[config.mk]
export PLATFORM = sky130hd
export DESIGN_NAME = sd_spi_arbiter
export DESIGN_NICKNAME = d
export VERILOG_FILES = /design/src/rtl/sd_spi_pkg.sv /design/src/rtl/sd_spi_arb_timer.sv /design/src/rtl/sd_spi_arbiter.sv
export SDC_FILE = /design/constraint.sdc
export NUM_CORES = 1
export LEC_CHECK = 0
export BUFFER_PORTS_ARGS = -buffer_cell sky130_fd_sc_hd__buf_2
export CAP_MARGIN = 30
export CORE_AREA = 4 4 41 43
export DETAILED_ROUTE_END_ITERATION = 12
export DIE_AREA = 0 0 45 47
export GPL_TIMING_DRIVEN = 0
export PLACE_DENSITY_LB_ADDON = 0.08
export REMOVE_ABC_BUFFERS = 1
export SETUP_SLACK_MARGIN = 0.15
export SKIP_LAST_GASP = 1
export SYNTH_ARGS = -nofsm -noshare
export SYNTH_HDL_FRONTEND = slang
export SYNTH_SLANG_ARGS = --single-unit
[constraint.sdc]
create_clock -name clk_peripheral -period 2 [get_ports clk_peripheral]
set_input_delay 0.2 -clock clk_peripheral [delete_from_list [all_inputs] [get_ports clk_peripheral]]
set_output_delay 0.2 -clock clk_peripheral [all_outputs]
set_load 0.01 [all_outputs]
[src/rtl/sd_spi_pkg.sv]
// Shared definitions for the SD-card SPI bus arbiter: FSM state encodings and
// the values the card-side bus rests at when nobody owns it.
package sd_spi_pkg;

  typedef enum logic [1:0] {
    IDLE  = 2'b00,
    OWN0  = 2'b01,
    OWN1  = 2'b10,
    GUARD = 2'b11
  } arb_state_t;

  localparam logic BUS_IDLE_SCK  = 1'b0;
  localparam logic BUS_IDLE_MOSI = 1'b1;
  localparam logic BUS_IDLE_CS_N = 1'b1;
  localparam logic BUS_IDLE_MISO = 1'b1;

endpackage

[src/rtl/sd_spi_arb_timer.sv]
// Guard-period down-counter plus, when SD_SPI_ARB_TIMEOUT_EN is defined, the
// owner-inactivity watchdog that watches the owner's sck/cs_n for activity.
module sd_spi_arb_timer
  import sd_spi_pkg::*;
#(
  parameter int unsigned GUARD_CYCLES = 4,
  parameter int unsigned TIMEOUT_BITS = 16
) (
  input  logic clk_peripheral,
  input  logic reset_n,
  input  logic guard_load,
  output logic guard_done
`ifdef SD_SPI_ARB_TIMEOUT_EN
  ,
  input  logic wd_active,
  input  logic sck,
  input  logic cs_n,
  output logic wd_hit
`endif
);

  localparam int unsigned GW = (GUARD_CYCLES > 1) ? $clog2(GUARD_CYCLES) : 1;
  localparam logic [GW-1:0] GUARD_RELOAD = GW'(GUARD_CYCLES - 1);

  logic [GW-1:0] guard_cnt;

  // Loaded on the edge into GUARD; GUARD is left once it has counted down to 0.
  always_ff @(posedge clk_peripheral or negedge reset_n) begin
    if (!reset_n) begin
      guard_cnt <= '0;
    end else if (guard_load) begin
      guard_cnt <= GUARD_RELOAD;
    end else if (guard_cnt != '0) begin
      guard_cnt <= guard_cnt - 1'b1;
    end
  end

  assign guard_done = (guard_cnt == '0);

`ifdef SD_SPI_ARB_TIMEOUT_EN
  logic [TIMEOUT_BITS-1:0] wd_cnt;
  logic [TIMEOUT_BITS-1:0] wd_next;
  logic                    armed;
  logic                    prev_sck;
  logic                    prev_cs_n;
  logic                    changed;

  // The first owned cycle only captures a baseline; activity is judged after.
  always_comb begin
    changed = armed && ((sck != prev_sck) || (cs_n != prev_cs_n));
    wd_next = changed ? '0 : wd_cnt + 1'b1;
    wd_hit  = wd_active && (wd_next == '1);
  end

  always_ff @(posedge clk_peripheral or negedge reset_n) begin
    if (!reset_n) begin
      wd_cnt    <= '0;
      armed     <= 1'b0;
      prev_sck  <= BUS_IDLE_SCK;
      prev_cs_n <= BUS_IDLE_CS_N;
    end else begin
      prev_sck  <= sck;
      prev_cs_n <= cs_n;
      if (wd_active) begin
        wd_cnt <= wd_next;
        armed  <= 1'b1;
      end else begin
        wd_cnt <= '0;
        armed  <= 1'b0;
      end
    end
  end
`endif

endmodule

[src/rtl/sd_spi_arbiter.sv]
// Two-master arbiter for a shared SD-card SPI bus with round-robin ties and a
// deselect guard between owners. Define SD_SPI_ARB_TIMEOUT_EN for the watchdog.
module sd_spi_arbiter
  import sd_spi_pkg::*;
#(
  parameter int unsigned GUARD_CYCLES = 4,
  parameter int unsigned TIMEOUT_BITS = 16
) (
  input  logic clk_peripheral,
  input  logic reset_n,
  input  logic req0,
  input  logic req1,
  output logic gnt0,
  output logic gnt1,
  input  logic sck0,
  input  logic sck1,
  input  logic mosi0,
  input  logic mosi1,
  input  logic cs0_n,
  input  logic cs1_n,
  output logic miso0,
  output logic miso1,
  output logic spi_sck,
  output logic spi_mosi,
  output logic spi_cs_n,
  input  logic spi_miso,
  output logic busy,
  output logic timeout
);

  arb_state_t state_q, state_d;
  logic       last_q, last_d;
  logic       guard_load;
  logic       guard_done;
  logic       own_req;
`ifdef SD_SPI_ARB_TIMEOUT_EN
  logic       wd_hit;
  logic       wd_fire;
  logic       timeout_q;
`endif

  always_ff @(posedge clk_peripheral or negedge reset_n) begin
    if (!reset_n) begin
      state_q <= IDLE;
      last_q  <= 1'b1;
    end else begin
      state_q <= state_d;
      last_q  <= last_d;
    end
  end

  always_comb begin
    state_d    = state_q;
    last_d     = last_q;
    guard_load = 1'b0;
    own_req    = (state_q == OWN1) ? req1 : req0;
`ifdef SD_SPI_ARB_TIMEOUT_EN
    wd_fire    = 1'b0;
`endif
    case (state_q)
      IDLE: begin
        if (req0 && req1) begin
          state_d = last_q ? OWN0 : OWN1;
        end else if (req0) begin
          state_d = OWN0;
        end else if (req1) begin
          state_d = OWN1;
        end
      end
      OWN0, OWN1: begin
        // A request drop wins over a coincident watchdog expiry.
        if (!own_req) begin
          state_d    = GUARD;
          last_d     = (state_q == OWN1);
          guard_load = 1'b1;
        end
`ifdef SD_SPI_ARB_TIMEOUT_EN
        else if (wd_hit) begin
          state_d    = GUARD;
          last_d     = (state_q == OWN1);
          guard_load = 1'b1;
          wd_fire    = 1'b1;
        end
`endif
      end
      GUARD: begin
        if (guard_done) begin
          state_d = IDLE;
        end
      end
      default: state_d = IDLE;
    endcase
  end

  always_comb begin
    spi_sck  = BUS_IDLE_SCK;
    spi_mosi = BUS_IDLE_MOSI;
    spi_cs_n = BUS_IDLE_CS_N;
    miso0    = BUS_IDLE_MISO;
    miso1    = BUS_IDLE_MISO;
    case (state_q)
      OWN0: begin
        spi_sck  = sck0;
        spi_mosi = mosi0;
        spi_cs_n = cs0_n;
        miso0    = spi_miso;
      end
      OWN1: begin
        spi_sck  = sck1;
        spi_mosi = mosi1;
        spi_cs_n = cs1_n;
        miso1    = spi_miso;
      end
      default: ;
    endcase
  end

  assign gnt0 = (state_q == OWN0);
  assign gnt1 = (state_q == OWN1);
  assign busy = (state_q != IDLE);

  sd_spi_arb_timer #(
    .GUARD_CYCLES (GUARD_CYCLES),
    .TIMEOUT_BITS (TIMEOUT_BITS)
  ) u_timer (
    .clk_peripheral (clk_peripheral),
    .reset_n        (reset_n),
    .guard_load     (guard_load),
    .guard_done     (guard_done)
`ifdef SD_SPI_ARB_TIMEOUT_EN
    ,
    .wd_active      (gnt0 || gnt1),
    .sck            (spi_sck),
    .cs_n           (spi_cs_n),
    .wd_hit         (wd_hit)
`endif
  );

`ifdef SD_SPI_ARB_TIMEOUT_EN
  always_ff @(posedge clk_peripheral or negedge reset_n) begin
    if (!reset_n) begin
      timeout_q <= 1'b0;
    end else begin
      timeout_q <= wd_fire;
    end
  end

  assign timeout = timeout_q;
`else
  assign timeout = 1'b0;
`endif

endmodule

==> metrics, run 1 <==
post-cts sizing count 0; cell area after synthesis 444 um2; total wire length 872 um; post-synth top area share 22.5%; 1st-pass router iterations 4; Post-DRT Antenna Nets 0; M1 WL 425 um; Switching Fraction 44.5%; clk buf depth 2; crit-path cells inv_1, ha_1, nor2b_1, buf_2; die area 0.00212 mm2; worst hold margin 304 ps; via count 387; max-cap viol count 0; commonest non-fill, non-tap cell in the layout buf_2; CORE AREA 0.00130 mm2; Area growth syn-to-layout 31.0%; Clock Power Share 11.7%; Max Fclk 0.589 GHz; switching power total 431 uW; Wirelength per Cell 10.1 um; total of warnings raised by yosys 0; Starting Density 34.1%; cts bufs inserted 3; routed vias/inst 4.50; post-route cell area 582 um2; CP Launch Type register; RSZ-0062 raised after global routing no; Int Pwr 537 uW; DP Area 546 um2; share of layout cells above drive strength 1 38.0%; metal2 WL 380 um; status finished, final reports clean; power share of the combinational group 67.6%; Remaining DRCs 0; clk_skew 1.54 ps; worst reg-to-reg path cell count 6; final hold violations 0; final period utilization 84.9%; slowest stage cell, crit path ha_1; dominant cells by area after synthesis dfrtp_1 23%, ha_1 20%, mux2_2 7.6%, nand2_1 6.8%, dfstp_2 5.9%; Yosys cell types 20; crit path max fanout 8; synthesized instance count 49; Top-Level Pins 20; sequential share of power 20.8%; Slew Viols, Final 0; Inserted Diodes 0; first-pass GRT wire length 1430 um; Clock Latency Late Sink 240 ps; setup TNS 0 ps; clock sinks 5; fin nets 90; 1st-iter DRT viols 5; Worst Path Required 1800 ps; r2r startpoint state_q[0]; FF+latch count, synth 5; die height 47 um; Placement Rows 13; GP Congestion 0.679; grt total ovfl 0; met3 WL 66 um; most frequent cells in the layout 18 x buf_2, 8 x nand2_1, 7 x ha_1; peak supply drop 833 uV; GR Util All Layers 9.39%; CP arrival 1500 ps; critical path class register to output port; H-tree Lvls 1; static leakage 0.305 nW; flop2flop setup slack 340 ps; Synth area leader dfrtp_1; Filler Cell Count 141; Reg clk slew, reported paths 40 ps; area taken by multi-input logic gates 292 um2; final setup vio count 0; minimum clock period 1700 ps; Reg-to-Reg End state_q[1]; antenna violations before repair 0; half-perimeter wire length after placement 724 um; root buf cell clkbuf_4; Hold Buf Count CTS 1; CTS tree done; IO Port Bufs 18; sequential area share after synthesis 28.5%; largest net degree at the start of global routing 9; Hold WC Path Type input port to async pin; Critical Path End Type output port; top routing layer in use met3; CP peak stage delay 440 ps; synthesized area per cell 9.06 um2; post-CTS setup buffers 0; Register Area 126 um2; Pwr per Cell Area 1660 mW/mm2; vias in the first global route 341; width of the die 45 um
cell families (layout without fill, tap and decap cells):
group	count (synthesis)	count (layout)	synth area share, %
AND/OR/NAND/NOR	17	17	18.3
other	1	1	0.844
buffers and inverters	6	28	5.92
XOR/XNOR	1	1	1.97
adder cells (fa/ha/maj)	7	7	19.7
multiplexers	4	4	9.86
flip-flops	5	5	28.5
AO/OA/AOI/OAI	8	8	14.9
power by group through the flow:
stage | sequential [mW] | clock, mW | combinational [mW]
after floorplan | 0.193 | 0 | 0.485
after global placement | 0.202 | 0 | 0.667
after detailed placement | 0.202 | 0 | 0.654
after CTS | 0.200 | 0.120 | 0.658
after global routing | 0.211 | 0.126 | 0.735
final | 0.201 | 0.113 | 0.654
state kept, by name (all words and copies together) (netlist names):
| name | flops |
|---|---|
| state_q | 2 |
| u_timer.guard_cnt | 2 |
| last_q | 1 |
metrics by stage:
step / utilization (%) / std cells / setup WS, ps / total power [mW]
floorplan: - / 48 / 458 / 0.677
global placement: 41.9 / 81 / 268 / 0.868
detailed placement: 41.9 / 81 / 335 / 0.856
CTS: 44.7 / 86 / 313 / 0.978
global route: 44.7 / 86 / 178 / 1.07
finish: 44.7 / 86 / 303 / 0.968
worst max path at each step:
stage	start	endpoint	cells after the start
2_1_floorplan	state_q[0]	state_q[1]	4
6_report	state_q[1]	spi_sck	4
3_5_place_dp	state_q[0]	state_q[1]	6
5_1_grt	state_q[0]	state_q[1]	6
3_3_place_gp	state_q[0]	state_q[1]	6
4_1_cts	state_q[1]	spi_sck	4
critical path: cells and delay by family (launching register included):
kind	cells	cell delay [ps]
simple gates	1	160
fa+ha+maj	1	440
flops	1	410
buf+inv	2	250
cell usage after synthesis (all sizes together):
| library cell | instances |
|---|---|
| a21oi | 2 |
| a221oi | 2 |
| a22oi | 3 |
| a311o | 1 |
| buf | 1 |
| conb | 1 |
| dfrtp | 4 |
| dfstp | 1 |
| ha | 7 |
| inv | 5 |
| mux2 | 3 |
| mux2i | 1 |
| nand2 | 9 |
| nand2b | 1 |
| nor2 | 3 |
| nor2b | 2 |
| or2b | 2 |
| xor2 | 1 |
layout make-up:
type,instances,area share (%)
timing repair buffer,19,17.2
multi-input combinational,38,50.1
clock buffer,4,4.52
sequential,5,21.7
tap,15,3.23
inverter,5,3.23
metal layers:
layer  vias to the layer above  global-route usage, %
met5                         -                      0
met4                         0                   5.26
met3                         0                   2.30
met2                        10                   12.1
met1                       170                   13.9
li1                        207                      -
Power figures use the tool's default switching activity.
==> inputs of run 2 (changes only) <==
--- a/config.mk
+++ b/config.mk
@@ -5,6 +5,7 @@
 export SDC_FILE = /design/constraint.sdc
 export NUM_CORES = 1
 export LEC_CHECK = 0
+export ABC_AREA = 1
 export BUFFER_PORTS_ARGS = -buffer_cell sky130_fd_sc_hd__buf_2
 export CAP_MARGIN = 30
 export CORE_AREA = 4 4 41 43
==> constraint.sdc (replaced) <==
create_clock -name clk_peripheral -period 1.77 [get_ports clk_peripheral]
set_input_delay 0.177 -clock clk_peripheral [delete_from_list [all_inputs] [get_ports clk_peripheral]]
set_output_delay 0.177 -clock clk_peripheral [all_outputs]
set_load 0.01 [all_outputs]
==> run 2 against run 1 <==
  * Register-to-register slack improved by 100 ps
  * Clock skew down 1.3 ps
  * Setup slack lost 19 ps
  * Routed wire length up 16%
  * Power grew 21%
  * Sequential cell count unchanged
  * First-iteration DRC count fell by 20%
  * Synthesized area increased by 0.56%
  * Core utilization is 3.5 points higher
  * Critical path type unchanged
  * Largest power group unchanged
==> metrics, run 2 <==
CORE AREA 0.00130 mm2 (unchanged); Place WS 333 ps (-1.95 ps); largest net degree at the start of global routing 6 (-3); routed vias/inst 4.21 (-6.5%); 1st-iter DRT viols 4 (-1); total of warnings raised by yosys 0 (unchanged); die height 47 um (unchanged); most frequent cells in the layout 26 x nand2_1, 18 x buf_2, 11 x inv_1; Top-Level Pins 20 (unchanged); Remaining DRCs 0 (unchanged); die area 0.00212 mm2 (unchanged); dominant cells by area after synthesis dfrtp_1 22%, nand2_1 22%, ha_1 20%, inv_1 11%, nand3_1 7.8%; minimum clock period 1490 ps; Placement Rows 13 (unchanged); CP arrival 1310 ps (-190 ps); final setup vio count 0 (unchanged); clock sinks 5 (unchanged); Yosys cell types 14 (-30%); CP Launch Type register; GR Util All Layers 10.8% (+1.4 points); sequential share of power 18.2% (-2.6 points); total wire length 1010 um (+16%); first-pass GRT wire length 1580 um (+11%); Starting Density 34.3% (+0.19 points); ys async rst share 100% (unchanged); Post-synth EDFFs 0 (unchanged); status finished, final reports clean; clk_skew 0.256 ps (-1.28 ps); static leakage 0.360 nW (+18%); Post-DRT Antenna Nets 0 (unchanged); 1st-pass router iterations 4 (unchanged); Inserted Diodes 0 (unchanged); post-synth top area share 22.4% (-0.13 points); IO Port Bufs 18 (unchanged); Post-synth top cells 26 x nand2_1, 13 x inv_1, 7 x ha_1, 7 x nand3_1, 4 x dfrtp_1; FF+latch count, synth 5 (unchanged); antenna violations before repair 0 (unchanged); Clock Power Share 11.2% (-0.5 points); CTS tree done; max-cap viol count 0 (unchanged); cts bufs inserted 3 (unchanged); cell area after synthesis 447 um2 (+0.56%); vias in the first global route 398 (+17%); width of the die 45 um (unchanged); setup ws final 284 ps (-19.3 ps); Switching Fraction 47.0% (+2.5 points); Max Fclk 0.673 GHz; synthesized area per cell 6.67 um2 (-26%); power share of the combinational group 70.6% (+3.0 points); Hold WC Path Type input port to async pin; setup TNS 0 ps (unchanged); Synth Flop Type dfrtp_1; Synth area leader dfrtp_1; critical path class register to output port; worst hold margin 276 ps (-27.5 ps); Wirelength per Cell 9.53 um (-6.0%); Worst Path Required 1590 ps (-210 ps); fin nets 110 (+22%); Area growth syn-to-layout 40.3%; Int Pwr 620 uW (+15%); GP Congestion 0.771 (+14%); Reg clk slew, reported paths 40 ps (about the same); root buf cell clkbuf_4; via count 446 (+15%); final period utilization 84.0%; Critical Path End Type output port; half-perimeter wire length after placement 795 um (+9.8%); H-tree Lvls 1 (unchanged); clk buf depth 2 (unchanged); RSZ-0062 raised after global routing no; sequential area share after synthesis 28.3% (-0.16 points); Pwr per Cell Area 1860 mW/mm2 (+12%); grt total ovfl 0 (unchanged); commonest non-fill, non-tap cell in the layout nand2_1; largest registers state_q (2), u_timer.guard_cnt (2), last_q (1); crit path max fanout 5 (-3); most frequent cell after synthesis nand2_1; final hold violations 0 (unchanged); share of layout cells above drive strength 1 35.2% (-2.9 points); synthesized instance count 67 (+37%); Clock Latency Late Sink 240 ps (about the same); Slew Viols, Final 0 (unchanged); switching power total 549 uW (+27%); peak supply drop 849 uV (+1.9%)
## run 2: changes by cell type in the layout (fill, tap and decap cells not counted), moves of 3 or more
cell     delta
nand3_1     +7
a22oi_1     -3
mux2_2      -3
nand2_1    +18
ha_1        -3
inv_1       +6
## run 2: path summary, 6_finish.rpt
check                             start                   end  slack [ps]  cells past startpoint
min in group clk_peripheral        req0            state_q[1]         310                      6
max reg2reg                  state_q[1]  u_timer.guard_cnt[0]         440                      7
min                             reset_n  u_timer.guard_cnt[0]         280                      2
min reg2reg                      last_q                last_q         500                      2
max                          state_q[1]              spi_cs_n         280                      5
max in group asynchronous       reset_n                last_q        1280                      2
## run 2: per-stage QoR
stage	instance area (um2)	power [mW]	utilization (%)	instances
floorplan	439	0.731	-	66
global placement	548	0.927	42.1	99
detailed placement	548	0.936	42.1	99
CTS	602	1.12	46.3	106
global route	627	1.31	48.2	106
finish	627	1.17	48.2	106
## run 2: cell families (layout without fill, tap and decap cells)
kind of cell | after synthesis | count (layout) | synth area share, %
AOI/OAI and AO/OA | 4 | 4 | 5.32
adders and majority gates | 7 | 7 | 19.6
buffers and inverters | 14 | 38 | 12.6
DFF | 5 | 5 | 28.3
other | 1 | 1 | 0.840
and+or+nand+nor | 36 | 36 | 33.3
## run 2: what timing repair did
| action | CTS | global route |
|---|---|---|
| hold buffers | 1 | 0 |
| setup endpoints to repair | 1 | 1 |
| gates resized for setup | 1 | 6 |
| buffers inserted | 2 | 0 |
| endpoints found under the hold margin | 5 | 0 |
## run 2: power by group through the flow
stage               registers (mW)  clock network, mW  logic (mW)
finish                       0.213              0.131       0.825
global placement             0.228                  0       0.699
CTS                          0.210              0.139       0.776
detailed placement           0.232                  0       0.704
floorplan                    0.214                  0       0.517
global route                 0.220              0.146       0.947
## run 2: area by class of cell
class / count / area, um2
clock buffer: 4 / 26.3
fill: 150 / 674
inverter: 13 / 48.8
multi-input combinational: 48 / 292
sequential: 5 / 126
tap: 15 / 18.8
timing repair buffer: 21 / 115
## run 2: critical path, cell delays in order (launching register included)
cell and delay [ps]:
dfrtp_1 390, buf_4 160, ha_1 240, nand2_1 90
nand3_1 50, buf_2 140
## run 2: metal layers
layer / GRT usage [%] / part of all wire (%) / vias to the layer above
met2: 17.2 / 44 / 16
met3: 4.60 / 8.3 / 2
met5: 0 / 0 / -
met1: 12.4 / 46 / 180
li1: - / - / 248
met4: 5.26 / 1.1 / 0
==> inputs of run 3 (changes only) <==
==> constraint.sdc (replaced) <==
create_clock -name clk_peripheral -period 1.5 [get_ports clk_peripheral]
set_input_delay 0.15 -clock clk_peripheral [delete_from_list [all_inputs] [get_ports clk_peripheral]]
set_output_delay 0.15 -clock clk_peripheral [all_outputs]
set_load 0.01 [all_outputs]
==> run 3 against run 2 <==
  * Sequential share of layout area decreased by 1.4 points
  * Clock power up 18%
  * Register-to-register slack worse by 310 ps
  * Worst hold slack got worse by 24 ps
  * Non-clock buffer count up 3
==> metrics, run 3 (synthesized netlist as in run 2, its figures left out) <==
die height 47 um (unchanged); DP Area 548 um2 (unchanged); max-cap viol count 0 (unchanged); fin nets 113 (+2.7%); CP peak stage delay 400 ps (about the same); commonest non-fill, non-tap cell in the layout nand2_1; first-pass GRT wire length 1700 um (+7.8%); clk_skew 0.496 ps (+0.240 ps); Top-Level Pins 20 (unchanged); peak supply drop 1100 uV (+30%); Clock Latency Late Sink 240 ps (about the same); Pwr per Cell Area 2290 mW/mm2 (+23%); CP Launch Type register; GR Util All Layers 11.6% (+0.79 points); Hold WC Path Type input port to async pin; total wire length 1060 um (+4.6%); routed vias/inst 4.29 (+2.0%); 1st-pass router iterations 5 (+1); worst hold margin 252 ps (-24.3 ps); Placement Rows 13 (unchanged); r2r startpoint state_q[1]; Max Fclk 0.699 GHz; Wirelength per Cell 9.69 um (+1.7%); final setup vio count 0 (unchanged); CP arrival 1280 ps (-30 ps); CP bufs+invs 2 (unchanged); setup TNS 0 ps (unchanged); share of layout cells above drive strength 1 41.5% (+6.3 points); RSZ-0062 raised after global routing yes; slowest stage cell, crit path dfrtp_1; Starting Density 34.3% (unchanged); Reg-to-Reg End state_q[0]; most frequent cells in the layout 26 x nand2_1, 18 x buf_2, 10 x inv_1; die area 0.00212 mm2 (unchanged); Layout Cells excl Fill 109 (+2.8%); static leakage 0.374 nW (+4.0%); Final Util 51.7% (+3.6 points); CORE AREA 0.00130 mm2 (unchanged); busiest grt layer met2; H-tree Lvls 1 (unchanged); cts bufs inserted 3 (unchanged); Slew Viols, Final 0 (unchanged); total power 1.54 mW (+32%); Reg clk slew, reported paths 40 ps (about the same); Top delay family on crit path flip-flops; minimum clock period 1430 ps; half-perimeter wire length after placement 795 um (unchanged); Remaining DRCs 0 (unchanged); 1st-iter DRT viols 4 (unchanged); antenna violations before repair 0 (unchanged); status finished, final reports clean; vias in the first global route 418 (+5.0%); setup ws final 69.5 ps (-214 ps); Area growth syn-to-layout 50.7%; Place WS 74.7 ps (-258 ps); worst reg-to-reg path cell count 6 (-1); flop2flop setup slack 130 ps (-310 ps); via count 468 (+4.9%); crit path max fanout 5 (unchanged); largest registers state_q (2), u_timer.guard_cnt (2), last_q (1); Post-DRT Antenna Nets 0 (unchanged); root buf cell clkbuf_4; clk buf depth 2 (unchanged); grt total ovfl 0 (unchanged); post-route cell area 673 um2 (+7.4%); clock sinks 5 (unchanged); Worst Path Required 1350 ps (-240 ps); GP Congestion 0.771 (unchanged); met3 usage 4.60% (unchanged); largest net degree at the start of global routing 6 (unchanged); CTS tree done; Critical Path End Type output port; Inserted Diodes 0 (unchanged); number of cells after detailed placement 99 (unchanged); critical path class register to output port; IO Port Bufs 18 (unchanged); final period utilization 95.4%; crit-path cells buf_4, ha_2, nand2_1, nand3_1, buf_2; met2 usage 18.6% (+1.4 points); met1 usage 13.6% (+1.2 points); final hold violations 0 (unchanged); width of the die 45 um (unchanged)
==> run 3: changes by cell type in the layout (fill, tap and decap cells not counted), sizes merged <==
cell / previous run / this run
buf: 20 / 23
==> run 3: what timing repair did <==
action | CTS | global route
buffers inserted | 5 | 0
pin swaps | 1 | 1
endpoints found under the setup margin | 11 | 9
hold buffers | 1 | 0
resized for setup | 9 | 4
endpoints found under the hold margin | 5 | 0
==> run 3: how the worst max path moves through the flow <==
stage               startpoint                    to  slack, ps  cells past startpoint
global placement    state_q[0]  u_timer.guard_cnt[0]         90                      6
finish              state_q[1]              spi_cs_n         70                      5
CTS                 state_q[1]               spi_sck         70                      5
global route        state_q[0]              spi_cs_n         -9                      5
floorplan           state_q[0]               spi_sck        260                      4
detailed placement  state_q[0]  u_timer.guard_cnt[0]         70                      6
==> run 3: per-layer routing <==
layer / part of all wire (%) / vias to the layer above
met2: 47 / 18
met4: 1.1 / 0
met1: 43 / 192
met5: 0 / -
li1: - / 256
met3: 8.4 / 2
==> run 3: cell type report <==
cell class / instances / area (um2)
fillers: 146 / 628
multi-input cells: 48 / 315
repair buffers: 24 / 138
flip-flops and latches: 5 / 126
inverters: 13 / 48.8
clock buffers: 4 / 26.3
well taps: 15 / 18.8
==> run 3: power by group <==
part	internal, mW	total [mW]	switching (mW)	leakage, nW
logic	0.521	1.14	0.615	0.302
clock network	0.101	0.155	0.0545	0.0150
registers	0.213	0.251	0.0387	0.0571
total	0.834	1.54	0.708	0.374
